**src/rtl/elink_pkg.sv**
```systemverilog
// Shared e-link TX definitions: FIFO word codes, scheduler state encoding and word layout.
// Pure definitions, no logic, so there is no latency and no backpressure behaviour.
package elink_pkg;

    localparam int WORD_W = 10;

    localparam logic [1:0] CODE_DATA  = 2'b00;
    localparam logic [1:0] CODE_EOP   = 2'b01;
    localparam logic [1:0] CODE_SOP   = 2'b10;
    localparam logic [1:0] CODE_COMMA = 2'b11;

    localparam logic [2:0] ST_IDLE  = 3'd0;
    localparam logic [2:0] ST_SOP   = 3'd1;
    localparam logic [2:0] ST_DATA  = 3'd2;
    localparam logic [2:0] ST_EOP   = 3'd3;
    localparam logic [2:0] ST_FLUSH = 3'd4;

    typedef struct packed {
        logic [1:0] code;
        logic [7:0] dat;
    } efifo_word_t;

    function automatic efifo_word_t mk_word(input logic [1:0] code, input logic [7:0] dat);
        efifo_word_t w;
        w.code = code;
        w.dat  = dat;
        return w;
    endfunction

endpackage

```
**src/rtl/rr_arbiter.sv**
```systemverilog
// Round-robin pick of the first requester after the last-granted index; the pointer moves only on update.
// Grant is combinational from req and pointer; no backpressure, the caller decides when to accept.
module rr_arbiter #(
    parameter int N = 4
) (
    input  logic         clk,
    input  logic         rst_n,
    input  logic [N-1:0] req,
    input  logic         update,
    output logic [N-1:0] grant,
    output logic         valid
);

    localparam int IW = (N > 1) ? $clog2(N) : 1;
    localparam logic [IW-1:0] PTR_RST = IW'(N - 1);

    logic [IW-1:0] last_q;
    logic [IW-1:0] pick;
    logic [IW-1:0] cidx;

    // Scan from farthest to nearest so the nearest active requester ends up selected.
    always_comb begin
        pick  = last_q;
        valid = 1'b0;
        cidx  = '0;
        for (int k = N; k >= 1; k--) begin
            cidx = IW'((int'(last_q) + k) % N);
            if (req[cidx]) begin
                pick  = cidx;
                valid = 1'b1;
            end
        end
        grant = valid ? (N'(1) << pick) : '0;
    end

    always_ff @(posedge clk or negedge rst_n) begin
        if (!rst_n) begin
            last_q <= PTR_RST;
        end else if (update && valid) begin
            last_q <= pick;
        end
    end

endmodule

```
**src/rtl/elink_tx_scheduler.sv**
```systemverilog
// Shares one e-link TX FIFO write port between N_REQ frame sources, writing SOP/DATA/EOP; also sequences flushes.
// Grant->ack 1 clk, first word 2 clks after req; prog-full stalls the word stream without drop or repeat.
module elink_tx_scheduler
    import elink_pkg::*;
#(
    parameter int N_REQ        = 4,
    parameter int FRAME_BYTES  = 8,
    parameter int FLUSH_CYCLES = 4
) (
    input  logic                           clk_40,
    input  logic                           rst,
    input  logic [N_REQ-1:0]               req,
    input  logic [N_REQ*FRAME_BYTES*8-1:0] frame_in,
    output logic [N_REQ-1:0]               ack,
    input  logic                           flush_req,
    input  logic                           efifoPfull,
    output logic [WORD_W-1:0]              efifoDin,
    output logic                           efifoWe,
    output logic                           fifo_flush,
    output logic                           busy,
    output logic [15:0]                    frame_cnt
);

    localparam int FRAME_W = FRAME_BYTES * 8;
    localparam int IDX_W   = (FRAME_BYTES > 1) ? $clog2(FRAME_BYTES) : 1;
    localparam int FCNT_W  = (FLUSH_CYCLES > 1) ? $clog2(FLUSH_CYCLES) : 1;
    localparam logic [IDX_W-1:0]  LAST_BYTE  = IDX_W'(FRAME_BYTES - 1);
    localparam logic [FCNT_W-1:0] FLUSH_LAST = FCNT_W'(FLUSH_CYCLES - 1);

    logic [2:0]         state;
    logic [2:0]         state_n;
    logic [N_REQ-1:0]   arb_gnt;
    logic               arb_vld;
    logic [FRAME_W-1:0] frame_sel;
    logic [FRAME_W-1:0] shift_q;
    logic [IDX_W-1:0]   byte_idx;
    logic [FCNT_W-1:0]  flush_cnt;
    logic               do_grant;
    logic               do_write;
    logic [1:0]         wr_code;
    logic               in_frame;

    rr_arbiter #(
        .N (N_REQ)
    ) u_arb (
        .clk    (clk_40),
        .rst_n  (rst),
        .req    (req),
        .update (do_grant),
        .grant  (arb_gnt),
        .valid  (arb_vld)
    );

    always_comb begin
        frame_sel = '0;
        for (int i = 0; i < N_REQ; i++) begin
            if (arb_gnt[i]) begin
                frame_sel = frame_sel | frame_in[i*FRAME_W +: FRAME_W];
            end
        end
    end

    assign in_frame = (state == ST_SOP) || (state == ST_DATA) || (state == ST_EOP);

    always_comb begin
        state_n  = state;
        do_grant = 1'b0;
        do_write = 1'b0;
        wr_code  = CODE_DATA;
        case (state)
            ST_IDLE: begin
                if (flush_req) begin
                    state_n = ST_FLUSH;
                end else if (arb_vld) begin
                    do_grant = 1'b1;
                    state_n  = ST_SOP;
                end
            end
            ST_SOP: begin
                if (!efifoPfull) begin
                    do_write = 1'b1;
                    wr_code  = CODE_SOP;
                    state_n  = ST_DATA;
                end
            end
            ST_DATA: begin
                if (!efifoPfull) begin
                    do_write = 1'b1;
                    wr_code  = CODE_DATA;
                    if (byte_idx == LAST_BYTE) begin
                        state_n = ST_EOP;
                    end
                end
            end
            ST_EOP: begin
                if (!efifoPfull) begin
                    do_write = 1'b1;
                    wr_code  = CODE_EOP;
                    state_n  = ST_IDLE;
                end
            end
            ST_FLUSH: begin
                if (flush_cnt == FLUSH_LAST) begin
                    state_n = ST_IDLE;
                end
            end
            default: state_n = ST_IDLE;
        endcase
        // A flush mid-frame wins over the pending write; the frame is dropped without EOP.
        if (in_frame && flush_req) begin
            do_write = 1'b0;
            state_n  = ST_FLUSH;
        end
    end

    always_ff @(posedge clk_40 or negedge rst) begin
        if (!rst) begin
            state      <= ST_IDLE;
            ack        <= '0;
            efifoDin   <= '0;
            efifoWe    <= 1'b0;
            fifo_flush <= 1'b0;
            busy       <= 1'b0;
            frame_cnt  <= 16'd0;
            shift_q    <= '0;
            byte_idx   <= '0;
            flush_cnt  <= '0;
        end else begin
            state      <= state_n;
            busy       <= (state_n != ST_IDLE);
            fifo_flush <= (state_n == ST_FLUSH);
            ack        <= do_grant ? arb_gnt : '0;
            efifoWe    <= do_write;

            if (state == ST_FLUSH) begin
                flush_cnt <= flush_cnt + FCNT_W'(1);
            end else begin
                flush_cnt <= '0;
            end

            if (do_grant) begin
                shift_q <= frame_sel;
            end

            if (do_write) begin
                efifoDin <= mk_word(wr_code, (wr_code == CODE_DATA) ? shift_q[7:0] : 8'h00);
                if (wr_code == CODE_SOP) begin
                    byte_idx <= '0;
                end
                if (wr_code == CODE_DATA) begin
                    byte_idx <= byte_idx + IDX_W'(1);
                    shift_q  <= shift_q >> 8;
                end
                if (wr_code == CODE_EOP) begin
                    frame_cnt <= frame_cnt + 16'd1;
                end
            end
        end
    end

endmodule
```
**config.mk**
```make
export PLATFORM = sky130hd
export DESIGN_NAME = elink_tx_scheduler
export DESIGN_NICKNAME = d
export VERILOG_FILES = /design/src/rtl/elink_pkg.sv /design/src/rtl/rr_arbiter.sv /design/src/rtl/elink_tx_scheduler.sv
export SDC_FILE = /design/constraint.sdc
export NUM_CORES = 1
export LEC_CHECK = 0
export BUFFER_PORTS_ARGS = -buffer_cell sky130_fd_sc_hd__buf_2
export CAP_MARGIN = 20
export CORE_MARGIN = 8
export CORE_UTILIZATION = 25
export DETAILED_ROUTE_END_ITERATION = 7
export GPL_TIMING_DRIVEN = 0
export PLACE_DENSITY_LB_ADDON = 0.25
export SLEW_MARGIN = 0
export SYNTH_ARGS = -nofsm -noshare
export SYNTH_HDL_FRONTEND = slang
export SYNTH_SLANG_ARGS = --single-unit
export TNS_END_PERCENT = 1
```
**constraint.sdc**
```tcl
create_clock -name clk_40 -period 2.05 [get_ports clk_40]
set_input_delay 0.205 -clock clk_40 [delete_from_list [all_inputs] [get_ports clk_40]]
set_output_delay 0.205 -clock clk_40 [all_outputs]
set_load 0.01 [all_outputs]
```
### Yosys cells after proc, flatten, opt, wreduce, memory -nomap -nowiden

Index checks and enable logic that the tools add are counted.

* $add $sub $neg: 7
* $mul: 0
* divide/modulo/power cells: 0
* order comparisons: 4
* eq/ne operators: 9
* shift operators: 1
* mux-type cells: 47
* bitwise gates (word level): 3
* reductions and logical operators: 11

Operator list (count)
* two-way mux 64 bit: 7
* bitwise OR 64 bit: 3
* two-way mux 3 bit: 10
* adder 16 x 1 -> 16 bit, second input constant: 1
* two-way mux 1 bit: 15
* one-hot mux 3 bit (5 select lines): 1
* < comparator 2 x 3 -> 1 bit, second input constant: 4
* two-way mux 2 bit: 6
* == test 3 bit, second input constant: 3
* binary-select mux 1 bit (select 2 bit): 4
* two-way mux 4 bit: 2
* two-way mux 8 bit: 1
* adder 2 x 1 -> 2 bit, second input constant: 3
* == test 3 x 2 -> 1 bit, second input constant: 2
* adder 2 bit, second input constant: 2
* == test 2 bit, second input constant: 2
* one-hot mux 2 bit (2 select lines): 1
* AND reduction 2 bit: 2
* << shifter 1 x 2 -> 4 bit, first input constant: 1
* adder 3 x 1 -> 3 bit, second input constant: 1
* == test 3 x 1 -> 1 bit, second input constant: 1
* logical NOT 3 bit: 1
* nonzero test 3 bit: 1
* OR reduction 3 bit: 1
* 5 further kinds: 7

* register bits: 107
* latch bits: 0
* RAM bits: 0
* ROM bits: 0
* bits of input ports: 264
* output and inout bits: 33
* logic and storage cells: 93
* memories: 0

### Depth between registers and ports, before layout

Gate-level depths: netlist of the first run.

* depth after elaboration: 19
* depth in mapped cells: 8
* mapped depth without buffers: 6

### Modules after synthesis

A second synthesis of the first run with hierarchy kept.

* cell total of the unflattened synthesis: 677
* area, all modules: 6145.9 um2

By module, submodules not included
* elink_tx_scheduler: times used 1, cells an instance 640, area each 5893.2 um2, seq. area each 2627.5 um2
* rr_arbiter: times used 1, cells an instance 37, area each 252.7 um2, seq. area each 52.6 um2

### Worst setup path before layout of the first run

OpenSTA, ideal clock, no wires.

* path type: reg-to-reg
* start point: register u_arb.last_q[1]
* end point: register shift_q[10]
* library setup time: 0.134 ns
* arrival time: 1.641 ns
* required time: 1.916 ns
* slack: 0.275 ns
* cell stages (with the launch flop): 8
* path buffers: 3
* period minus slack after synthesis: 1.775 ns
* cell sequence: dfstp_2 buf_2 a21oi_1 o211a_1 buf_2 clkbuf_1 a222oi_1 a21oi_1

* longest elaborated chain between the ends: 19
* elaborated cells between the ends (all ways): 35
* classes of those cells: add/sub (4); shift (1); mux (27); bitwise (3)

RTL lines
* start: declaration: line rr_arbiter.sv:17 `logic [IW-1:0] last_q;`
* start signal: assignment: line rr_arbiter.sv:40 `last_q <= pick;`
* adder 2 x 1 -> 2 bit: line rr_arbiter.sv:27 `cidx = IW'((int'(last_q) + k) % N);`
* binary-select mux 1 bit (select 2 bit): line rr_arbiter.sv:28 `if (req[cidx]) begin`
* two-way mux 1 bit (implied by the code): line rr_arbiter.sv:28
* two-way mux 2 bit (4 in series): line rr_arbiter.sv:28
* << shifter 1 x 2 -> 4 bit: line rr_arbiter.sv:33 `grant = valid ? (N'(1) << pick) : '0;`
* two-way mux 4 bit: line rr_arbiter.sv:33
* two-way mux 64 bit: line elink_tx_scheduler.sv:57 `if (arb_gnt[i]) begin`
* bitwise OR 64 bit: line elink_tx_scheduler.sv:58 `frame_sel = frame_sel | frame_in[i*FRAME_W +: FRAME_W];`
* two-way mux 64 bit: line elink_tx_scheduler.sv:57
* bitwise OR 64 bit: line elink_tx_scheduler.sv:58
* two-way mux 64 bit: line elink_tx_scheduler.sv:57
* bitwise OR 64 bit: line elink_tx_scheduler.sv:58
* two-way mux 64 bit: line elink_tx_scheduler.sv:57
* two-way mux 64 bit *: line elink_tx_scheduler.sv:141 `if (do_grant) begin`
* two-way mux 64 bit: line elink_tx_scheduler.sv:150 `if (wr_code == CODE_DATA) begin`
* two-way mux 64 bit *: line elink_tx_scheduler.sv:145 `if (do_write) begin`
* end signal: assignment: line elink_tx_scheduler.sv:142 `shift_q <= frame_sel;`
* end signal: assignment: line elink_tx_scheduler.sv:152 `shift_q <= shift_q >> 8;`
* end: declaration: line elink_tx_scheduler.sv:35 `logic [FRAME_W-1:0] shift_q;`

Every way passes the cells marked *; elsewhere a longest branch is shown, timed or not. The select of a mux whose other input is x is not followed.
A chain may end at the register's enable or synchronous reset.

### Worst setup path after layout of the first run

* start point: register u_arb.last_q[0]
* end point: register shift_q[2]

Same word-level chain as after synthesis.

==> results of run 1 <==
==> registers in the layout (all words and copies together) (netlist names), 2 cells and up <==
| signal | flops |
|---|---|
| u_arb.last_q | 2 |
| state | 3 |
| flush_cnt | 2 |
| shift_q | 64 |
| ack | 4 |
| frame_cnt | 16 |
| efifoDin | 10 |
| byte_idx | 3 |
==> area by class of cell <==
class                           instances  share of cell area [%]
Multi-Input combinational cell        446                    34.7
Sequential cell                       107                    32.2
Timing Repair Buffer                  304                    19.2
Buffer                                 63                    5.25
Tap cell                              319                    4.80
Clock buffer                            9                    2.71
Clock inverter                          7                   0.797
Inverter                                7                   0.316
==> worst max-delay path, delay by kind of cell (launching register included) <==
family          cells  cell delay [ps]
compound gates      3              980
buf+inv             1              150
flops               1              580
simple gates        2              240
==> final timing paths <==
path | to | slack (ps)
worst max-delay path | shift_q[2] | -60
min in group asynchronous | frame_cnt[6] | 360
worst min register to register | flush_cnt[0] | 450
worst min-delay path | state[1] | 110
max in group asynchronous | shift_q[27] | 1010
worst max register to register | shift_q[2] | -60
==> kinds of logic after synthesis <==
group / synth area share, %
adder cells (fa/ha/maj): 0.852
XOR/XNOR: 2.39
buffers and inverters: 6.07
AND/OR/NAND/NOR: 13.5
flip-flops: 45.6
AO/OA/AOI/OAI: 31.0
multiplexers: 0.575
==> metrics by stage <==
stage	setup TNS [ps]	cells	setup slack, ps	hold slack [ps]	total power, mW
floorplan	0	623	275	-90.6	5.88
global placement	-81940	1236	-632	425	7.40
detailed placement	-16220	1237	-386	181	7.43
CTS	-81.6	1260	-30.2	82.7	9.49
global route	-1100	1262	-111	94.5	10.2
finish	-95.2	1262	-59.6	109	9.45
==> metal layers <==
| metal | track usage [%] | routed length [um] | vias up |
|---|---|---|---|
| met5 | 0 | 30 | - |
| met4 | 3.35 | 213 | 4 |
| met3 | 4.77 | 1870 | 18 |
| met2 | 29.4 | 12400 | 245 |
| met1 | 21.5 | 10800 | 2997 |
| li1 | - | - | 3066 |
==> power by group through the flow <==
stage	combinational [mW]	clock (mW)	sequential, mW
final	4.20	1.74	3.51
after global routing	4.71	1.90	3.59
after CTS	4.17	1.83	3.49
after detailed placement	3.90	0	3.54
after global placement	3.87	0	3.54
after floorplan	2.56	0	3.32
==> layout by cell type, fill, tap and decap left out, drive strengths merged, types with 2 or more instances in the layout <==
cell type    n
o21ai       77
nand2b       6
nand2       27
nor3         4
mux2         3
nand4        4
and3         4
dfrtp      105
a22o         2
clkinvlp     2
or3         57
nor2        12
nand3        8
nor2b        4
xnor2       12
xor2         4
a222oi      64
and2         3
a21o         2
inv         11
dfstp        2
clkbuf      33
and4         2
a21oi      131
ha           4
o31ai        2
buf        342
==> timing repair <==
action / CTS / global route
setup buffers: 5 / 2
pin swaps: 11 / 6
hold buffers: 1 / 0
endpoints found under the hold margin: 45 / 0
gates cloned: 1 / 0
endpoints found under the setup margin: 64 / 60
gates resized for setup: 32 / 53
==> results.sh, run 1 <==
export IMPL_status="finished, violations left"
export IMPL_failed_checks="negative setup slack"
export IMPL_area_growth_pct=41.7
export IMPL_die_w_um=169
export IMPL_synth_cell_type_count=47
export IMPL_peakVddDrop_mv=0.405
export IMPL_grt_use_total_pct=17.2
export IMPL_portBuffers=294
export IMPL_timing_slew_headroom_pct=52.1
export IMPL_wl_per_cell_um=20.1
export IMPL_fin_ws_ps=-59.6
export IMPL_hold_class="in2reg"
export IMPL_viasPerCell=5.02
export IMPL_die_area_mm2=0.0287
export IMPL_grt_pass1_vias=6731
export IMPL_ios=297
export IMPL_clock_latency_ps=350
export IMPL_synth_common_cells="a21oi_1 (130), dfrtp_1 (105), o21ai_0 (65)"
export IMPL_grt_pass1_wl_mm=38.3
export IMPL_p_leak_nw=4.00
export IMPL_hold_violations=0
export IMPL_fin_crit_sh_pct=103
export IMPL_route_detailed_drc=0
export IMPL_synth_enable_flop_cells=0
export IMPL_slew_viol_final=0
export IMPL_min_period_ps=2110
export IMPL_cts_buffers=9
export IMPL_cts_root_buf="clkbuf_16"
export IMPL_ys_seq_elements=107
export IMPL_synth_net_count=891
export IMPL_placed_cell_area_mm2=0.00778
export IMPL_synth_most_common_cell="a21oi_1"
export IMPL_cp_cell_sequence="nor2_2 -> a311o_1 -> and2_4 -> buf_12 -> a222oi_1 -> a21oi_1"
export IMPL_fin_skew_ps=9.55
export IMPL_fill_cells=2494
export IMPL_worstPathRequired_ps=2250
export IMPL_clock_sink_count=107
export IMPL_seqPwrFrac_pct=37.2
export IMPL_grt_max_degree=61
export IMPL_crit_path_start="u_arb.last_q[0]"
export IMPL_dr_pass1_iters=7
export IMPL_syn_inst=623
export IMPL_start_util_pct=25.3
export IMPL_yosys_warnings=0
export IMPL_h_tree_depth=3
export IMPL_antenna_cells=0
export IMPL_powerDensity_mw_per_mm2=1140
export IMPL_drive_gt1_share_pct=41.6
export IMPL_vias=6330
export IMPL_antenna_found_initial=3
export IMPL_cp_arrival_ps=2310
export IMPL_rows=56
export IMPL_p_sw_share_pct=39.2
export IMPL_fin_area_mm2=0.00832
export IMPL_hpwl_mm=19.6
export IMPL_yosysTopAreaCellShare_pct=44.7
export IMPL_totalWireLength_mm=25.3
export IMPL_yosys_top_cells_area="dfrtp_1 (45%), a21oi_1 (11%), a222oi_1 (11%)"
export IMPL_drv_cap=0
export IMPL_fmax_mhz=474
export IMPL_syn_avg_cell_area_um2=9.43
export IMPL_hold_start="flush_req"
export IMPL_seq_area_mm2=0.00268
export IMPL_ys_seq_area_share_pct=45.6
export IMPL_drtIter0Drc=496
export IMPL_antenna_left=0
export IMPL_overflow=0
export IMPL_clockBufferDepth=2
export IMPL_whs_path_depth=2
export IMPL_reg2reg_depth=6
export IMPL_endpoint_kind="flip-flop"
export IMPL_power_switching_mw=3.71
export IMPL_critPathLaunchType="flip-flop"
export IMPL_combPwrFrac_pct=44.4
export IMPL_crit_type="reg2reg"
export IMPL_crit_path_top_delay_cell="dfstp_2"
export IMPL_synth_flop_cell="dfrtp_1"
export IMPL_tightest_slew_ps=718
export IMPL_r2r_start="u_arb.last_q[0]"
export IMPL_cp_max_fo=5
export IMPL_nNetsFinal=1206
export IMPL_setup_violations=3
export IMPL_rsz0062_at_grt="yes"
export IMPL_coreArea_mm2=0.0233
export IMPL_pwr_share_clk_pct=18.4
export IMPL_gp_congestion=0.807
export IMPL_path_clk_slew_ps=80
export IMPL_yosysTopAreaCell="dfrtp_1"
export IMPL_synthesis_area_mm2=0.00587
export IMPL_cts_tree="built"
export IMPL_synth_async_reset_ratio_pct=100
export IMPL_critical_path_max_stage_delay_ps=580
export IMPL_die_y_um=169
export IMPL_p_int_mw=5.74
export IMPL_final_core_util_pct=35.8
export IMPL_multi_input_area_mm2=0.00289
Note: power is estimated with default switching activity, not from simulation.
==> inputs of run 2 (changes only) <==
--- a/config.mk
+++ b/config.mk
@@ -5,7 +5,7 @@
 export SDC_FILE = /design/constraint.sdc
 export NUM_CORES = 1
 export LEC_CHECK = 0
-export BUFFER_PORTS_ARGS = -buffer_cell sky130_fd_sc_hd__buf_2
+export BUFFER_PORTS_ARGS = -buffer_cell sky130_fd_sc_hd__buf_4
 export CAP_MARGIN = 20
 export CORE_MARGIN = 8
 export CORE_UTILIZATION = 25
==> results.sh, run 2 (same netlist as run 1, synthesis figures left out) <==
export IMPL_status="finished, violations left"
export IMPL_failed_checks="negative setup slack"
export IMPL_viasPerCell=5.02
export IMPL_cts_root_buf="clkbuf_16"
export IMPL_grt_max_degree=64
export IMPL_antenna_cells=0
export IMPL_clockBufferDepth=2
export IMPL_die_y_um=169
export IMPL_rows=56
export IMPL_h_tree_depth=3
export IMPL_die_area_mm2=0.0287
export IMPL_worstPathRequired_ps=2280
export IMPL_peakVddDrop_mv=0.329
export IMPL_antenna_left=0
export IMPL_largest_reg_flops=64
export IMPL_slew_viol_final=0
export IMPL_setup_violations=5
export IMPL_start_util_pct=25.3
export IMPL_totalWireLength_mm=26.2
export IMPL_final_cell_mix="buf_4 (312), a21oi_1 (129), dfrtp_1 (104)"
export IMPL_clock_latency_ps=350
export IMPL_endpoint_kind="flip-flop"
export IMPL_crit_type="reg2reg"
export IMPL_fmax_mhz=476
export IMPL_drtIter0Drc=512
export IMPL_grt_use_total_pct=17.5
export IMPL_hpwl_mm=19.9
export IMPL_path_clk_slew_ps=80
export IMPL_antenna_found_initial=1
export IMPL_fin_skew_ps=10.6
export IMPL_p_leak_nw=4.27
export IMPL_vias=6366
export IMPL_overflow=0
export IMPL_drv_cap=0
export IMPL_cts_buffers=9
export IMPL_rsz0062_at_grt="yes"
export IMPL_coreArea_mm2=0.0233
export IMPL_place_inst=1237
export IMPL_die_w_um=169
export IMPL_dr_pass1_iters=8
export IMPL_area_growth_pct=54.7
export IMPL_min_period_ps=2100
export IMPL_dp_slack_ps=-350
export IMPL_clock_sink_count=107
export IMPL_gp_congestion=0.805
export IMPL_hold_class="in2reg"
export IMPL_portBuffers=294
export IMPL_critPathLaunchType="flip-flop"
export IMPL_final_common_cell="buf_4"
export IMPL_fin_hold_ws_ps=64.3
export IMPL_wl_per_cell_um=20.6
export IMPL_fill_cells=2424
export IMPL_cp_arrival_ps=2330
export IMPL_cp_max_fo=6
export IMPL_fin_ws_ps=-50.6
export IMPL_ios=297
export IMPL_tightest_slew_ps=702
export IMPL_timing_slew_headroom_pct=53.2
export IMPL_fin_crit_sh_pct=102
export IMPL_regMostFlops="shift_q"
export IMPL_grt_pass1_wl_mm=38.8
export IMPL_hold_violations=0
export IMPL_powerDensity_mw_per_mm2=1070
export IMPL_nNetsFinal=1212
export IMPL_stdcell_count=1268
export IMPL_drive_gt1_share_pct=41.7
export IMPL_cts_tree="built"
export IMPL_route_detailed_drc=0
export IMPL_reg_top3="shift_q x64, frame_cnt x16, efifoDin x10"
export IMPL_grt_pass1_vias=6783
==> run 2: cell count changes in the layout (fill, tap and decap cells not counted), sizes merged <==
cell    change
buf        +10
inv         -2
clkbuf      -1
clkinv      -1
==> run 2: per-layer routing <==
layer,routed length (um),track usage (%),up-vias
met5,11,0,-
met4,257,4.69,2
met2,13000,29.5,245
met3,1930,4.77,20
met1,11000,21.7,3032
li1,-,-,3067
==> run 2: repair_timing <==
action | 4_1_cts | 5_1_grt
pin swaps | 9 | 13
endpoints found under the hold margin | 43 | 0
hold buffers | 1 | 0
setup endpoints to repair | 64 | 60
gates cloned | 1 | 1
resized for setup | 32 | 56
buffers inserted | 6 | 6
==> run 2: through the flow <==
stage / cell area, um^2 / power, mW / setup TNS [ps] / utilization [%]
floorplan: 5870 / 5.88 / 0 / -
finish: 9090 / 9.72 / -130 / 39.1
CTS: 8970 / 9.63 / -297 / 38.6
detailed placement: 8510 / 7.64 / -14220 / 36.6
global route: 9090 / 10.4 / -1350 / 39.1
global placement: 8480 / 7.61 / -14160 / 36.5
==> run 2: where the power goes <==
part           internal, mW  leakage (nW)  switching [mW]
clock                 0.870         0.130           0.831
combinational          2.19          2.86            2.32
sequential             2.96          1.28           0.549
total                  6.02          4.27            3.70
==> run 2: final timing paths <==
kind / start / endpoint / slack (ps) / cells after the start
worst max-delay path: u_arb.last_q[1] / shift_q[35] / -50 / 8
worst min-delay path: flush_req / state[1] / 60 / 2
worst max register to register: u_arb.last_q[1] / shift_q[35] / -50 / 8
worst min register to register: flush_cnt[0] / flush_cnt[0] / 440 / 1
max in group asynchronous: rst / u_arb.last_q[0] / 1020 / 3
min in group asynchronous: rst / frame_cnt[7] / 350 / 2
==> run 2: critical path: stages, from the launching register on <==
cell and delay, ps:
dfstp_2 550, buf_6 120, a21oi_2 50, o211a_1 280, buf_12 170, buf_8 130
buf_6 120, a222oi_1 430, a21oi_1 120
==> run 2: final cells by class <==
type	count	area [um^2]	area share, %
inverter	7	26.3	0.289
multi-input combinational	446	2870	31.6
sequential	107	2680	29.5
timing repair buffer	310	2390	26.3
clock buffer	12	246	2.71
clock inverter	4	32.5	0.358
buffer	63	438	4.82
tap	319	399	4.39
==> inputs of run 3 (changes only) <==
--- a/config.mk
+++ b/config.mk
@@ -5,6 +5,7 @@
 export SDC_FILE = /design/constraint.sdc
 export NUM_CORES = 1
 export LEC_CHECK = 0
+export ABC_AREA = 1
 export BUFFER_PORTS_ARGS = -buffer_cell sky130_fd_sc_hd__buf_4
 export CAP_MARGIN = 20
 export CORE_MARGIN = 8
==> results.sh, run 3 <==
export IMPL_status="finished, violations left"
export IMPL_failed_checks="negative setup slack"
export IMPL_regMostFlops="shift_q"
export IMPL_clock_latency_ps=350
export IMPL_timing_slew_headroom_pct=47.8
export IMPL_grt_pass1_wl_mm=43.0
export IMPL_area_growth_pct=53.7
export IMPL_fin_ws_ps=-298
export IMPL_hpwl_mm=21.7
export IMPL_fmax_mhz=426
export IMPL_route_detailed_drc=0
export IMPL_reg_top3="shift_q x64, frame_cnt x16, efifoDin x10"
export IMPL_syn_avg_cell_area_um2=6.11
export IMPL_coreArea_mm2=0.0297
export IMPL_fin_skew_ps=9.91
export IMPL_wl_per_cell_um=14.3
export IMPL_pwr_share_clk_pct=10.5
export IMPL_ys_seq_elements=107
export IMPL_largest_reg_flops=64
export IMPL_synthesis_area_mm2=0.00758
export IMPL_start_util_pct=25.5
export IMPL_gp_congestion=0.806
export IMPL_synth_cell_type_count=37
export IMPL_drive_gt1_share_pct=30.9
export IMPL_cts_buffers=9
export IMPL_hold_start="efifoPfull"
export IMPL_combPwrFrac_pct=69.9
export IMPL_die_y_um=190
export IMPL_yosysTopAreaCell="dfrtp_1"
export IMPL_setup_violations=64
export IMPL_clock_sink_count=107
export IMPL_synth_flop_cell="dfrtp_1"
export IMPL_power_switching_mw=7.71
export IMPL_powerDensity_mw_per_mm2=1450
export IMPL_syn_inst=1240
export IMPL_rows=63
export IMPL_critPathBufInv=6
export IMPL_ys_seq_area_share_pct=35.4
export IMPL_critical_path_max_stage_delay_ps=540
export IMPL_critPathTopFamily="simple AND/OR/NAND/NOR gates"
export IMPL_final_common_cell="nor2_1"
export IMPL_hold_class="in2reg"
export IMPL_synth_async_reset_ratio_pct=100
export IMPL_cts_tree="built"
export IMPL_synth_common_cells="nor2_1 (433), inv_1 (262), nand2_1 (159)"
export IMPL_fin_crit_sh_pct=115
export IMPL_crit_path_frequent_cell="nand2_1"
export IMPL_vias=8253
export IMPL_whs_endpoint="efifoWe"
export IMPL_r2r_start="u_arb.last_q[0]"
export IMPL_nNetsFinal=1850
export IMPL_p_sw_share_pct=45.5
export IMPL_drtIter0Drc=357
export IMPL_die_area_mm2=0.0361
export IMPL_portBuffers=296
export IMPL_worstPathRequired_ps=2280
export IMPL_synth_net_count=1508
export IMPL_rsz0062_at_grt="yes"
export IMPL_endpoint_kind="flip-flop"
export IMPL_fill_cells=3249
export IMPL_totalWireLength_mm=28.2
export IMPL_cp_arrival_ps=2580
export IMPL_dr_pass1_iters=5
export IMPL_ios=297
export IMPL_seqPwrFrac_pct=19.6
export IMPL_grt_max_degree=57
export IMPL_reg2reg_slack_ps=-300
export IMPL_antenna_cells=0
export IMPL_viasPerCell=4.17
export IMPL_peakVddDrop_mv=0.524
export IMPL_antenna_left=0
export IMPL_h_tree_depth=3
export IMPL_p_leak_nw=6.75
export IMPL_critPathLaunchType="flip-flop"
export IMPL_yosys_warnings=0
export IMPL_fin_hold_ws_ps=62.7
export IMPL_clockBufferDepth=2
export IMPL_die_w_um=190
export IMPL_reg2reg_depth=17
export IMPL_crit_type="reg2reg"
export IMPL_synth_enable_flop_cells=0
export IMPL_antenna_found_initial=0
export IMPL_path_clk_slew_ps=80
export IMPL_overflow=0
export IMPL_whs_path_depth=2
export IMPL_final_cell_mix="nor2_1 (414), buf_4 (314), inv_1 (261)"
export IMPL_slew_viol_final=0
export IMPL_min_period_ps=2350
export IMPL_yosys_top_cells_area="dfrtp_1 (35%), nor2_1 (21%), inv_1 (13%)"
export IMPL_synth_most_common_cell="nor2_1"
export IMPL_cts_root_buf="clkbuf_16"
export IMPL_reg2reg_to="shift_q[8]"
export IMPL_cp_cell_sequence="buf_8 -> inv_8 -> nand2_2 -> nand2_1 -> nand2_1 -> nand2_2 -> inv_4 -> nand3b_4 -> buf_12 -> nand4_4 -> buf_12 -> buf_12 -> nor2_1 -> nor2_1 -> nand2_1 -> nand2_1 -> a21oi_2"
export IMPL_p_int_mw=9.23
export IMPL_drv_cap=0
export IMPL_grt_pass1_vias=8256
export IMPL_cp_max_fo=8
export IMPL_yosysTopAreaCellShare_pct=34.7
export IMPL_hold_violations=0
export IMPL_crit_path_top_delay_cell="dfstp_2"
export IMPL_tightest_slew_ps=784
export IMPL_final_setup_tns_ps=-15600
export IMPL_grt_use_total_pct=14.9
-- run 3: cell types whose count changed in the layout (fill, tap and decap cells not counted), moves of 20 or more --
| cell | before | now |
|---|---|---|
| nor2_2 | 0 | 21 |
| or3_1 | 57 | 1 |
| buf_2 | 24 | 1 |
| nand2_1 | 27 | 137 |
| inv_1 | 7 | 261 |
| a21oi_1 | 129 | 101 |
| o21ai_0 | 43 | 12 |
| nor2_1 | 10 | 414 |
| a222oi_1 | 64 | 0 |
| nand2_2 | 0 | 20 |
| a21oi_2 | 1 | 23 |
| o21ai_1 | 34 | 0 |
-- run 3: cell families (layout without fill, tap and decap cells) --
group                    after synthesis  count (layout)  synth area share [%]
AO/OA/AOI/OAI                        157             157                  11.6
XOR/XNOR                              14              14                  1.62
adder cells (fa/ha/maj)                4               4                 0.661
buffers and inverters                323             669                  16.8
flip-flops                           107             107                  35.4
multiplexers                           1               1                 0.149
AND/OR/NAND/NOR                      634             635                  33.9
-- run 3: worst max-delay path by stage --
stage,from,end,cells past startpoint
6_report,u_arb.last_q[0],shift_q[8],17
2_1_floorplan,u_arb.last_q[0],shift_q[49],18
3_5_place_dp,u_arb.last_q[0],shift_q[36],16
3_3_place_gp,u_arb.last_q[0],shift_q[31],12
4_1_cts,u_arb.last_q[0],shift_q[8],16
5_1_grt,u_arb.last_q[0],shift_q[8],17
-- run 3: layout make-up --
cell class	instances	area (um^2)	share of cell area (%)
timing repair buffer	331	2730	23.4
clock inverter	6	65.1	0.559
tap	390	488	4.19
multi-input combinational	811	3940	33.8
clock buffer	10	239	2.05
sequential	107	2680	23.0
buffer	54	493	4.23
inverter	268	1020	8.77
-- run 3: repair_timing --
| action | CTS | global route |
|---|---|---|
| resized for setup | 112 | 63 |
| endpoints found under the setup margin | 73 | 86 |
| hold buffers | 1 | 0 |
| buffers inserted | 23 | 3 |
| endpoints found under the hold margin | 53 | 0 |
| pin swaps | 33 | 25 |
| gates cloned | 6 | 2 |
-- run 3: layer usage --
layer,global-route usage [%],wire (um),vias up
met5,0,0,-
met4,2.86,349,0
met3,3.50,1750,22
met2,26.1,14000,222
met1,18.4,12100,3672
li1,-,-,4337
-- run 3: power groups by stage --
stage,registers [mW],clock network [mW],logic [mW]
2_1_floorplan,3.22,0,5.88
3_3_place_gp,3.33,0,8.55
3_5_place_dp,3.36,0,8.62
4_1_cts,3.32,1.84,11.3
5_1_grt,3.40,1.92,13.1
6_report,3.33,1.78,11.8
-- run 3: through the flow --
step | total power [mW] | worst slack (ps) | instances | cell area [um^2] | util [%]
2_1_floorplan | 9.09 | -6.66 | 1240 | 7590 | -
3_3_place_gp | 11.9 | -672 | 1926 | 10300 | 34.6
3_5_place_dp | 12.0 | -681 | 1927 | 10300 | 34.7
4_1_cts | 16.5 | -301 | 1972 | 11400 | 38.3
5_1_grt | 18.5 | -486 | 1977 | 11600 | 39.2
6_report | 16.9 | -298 | 1977 | 11600 | 39.2
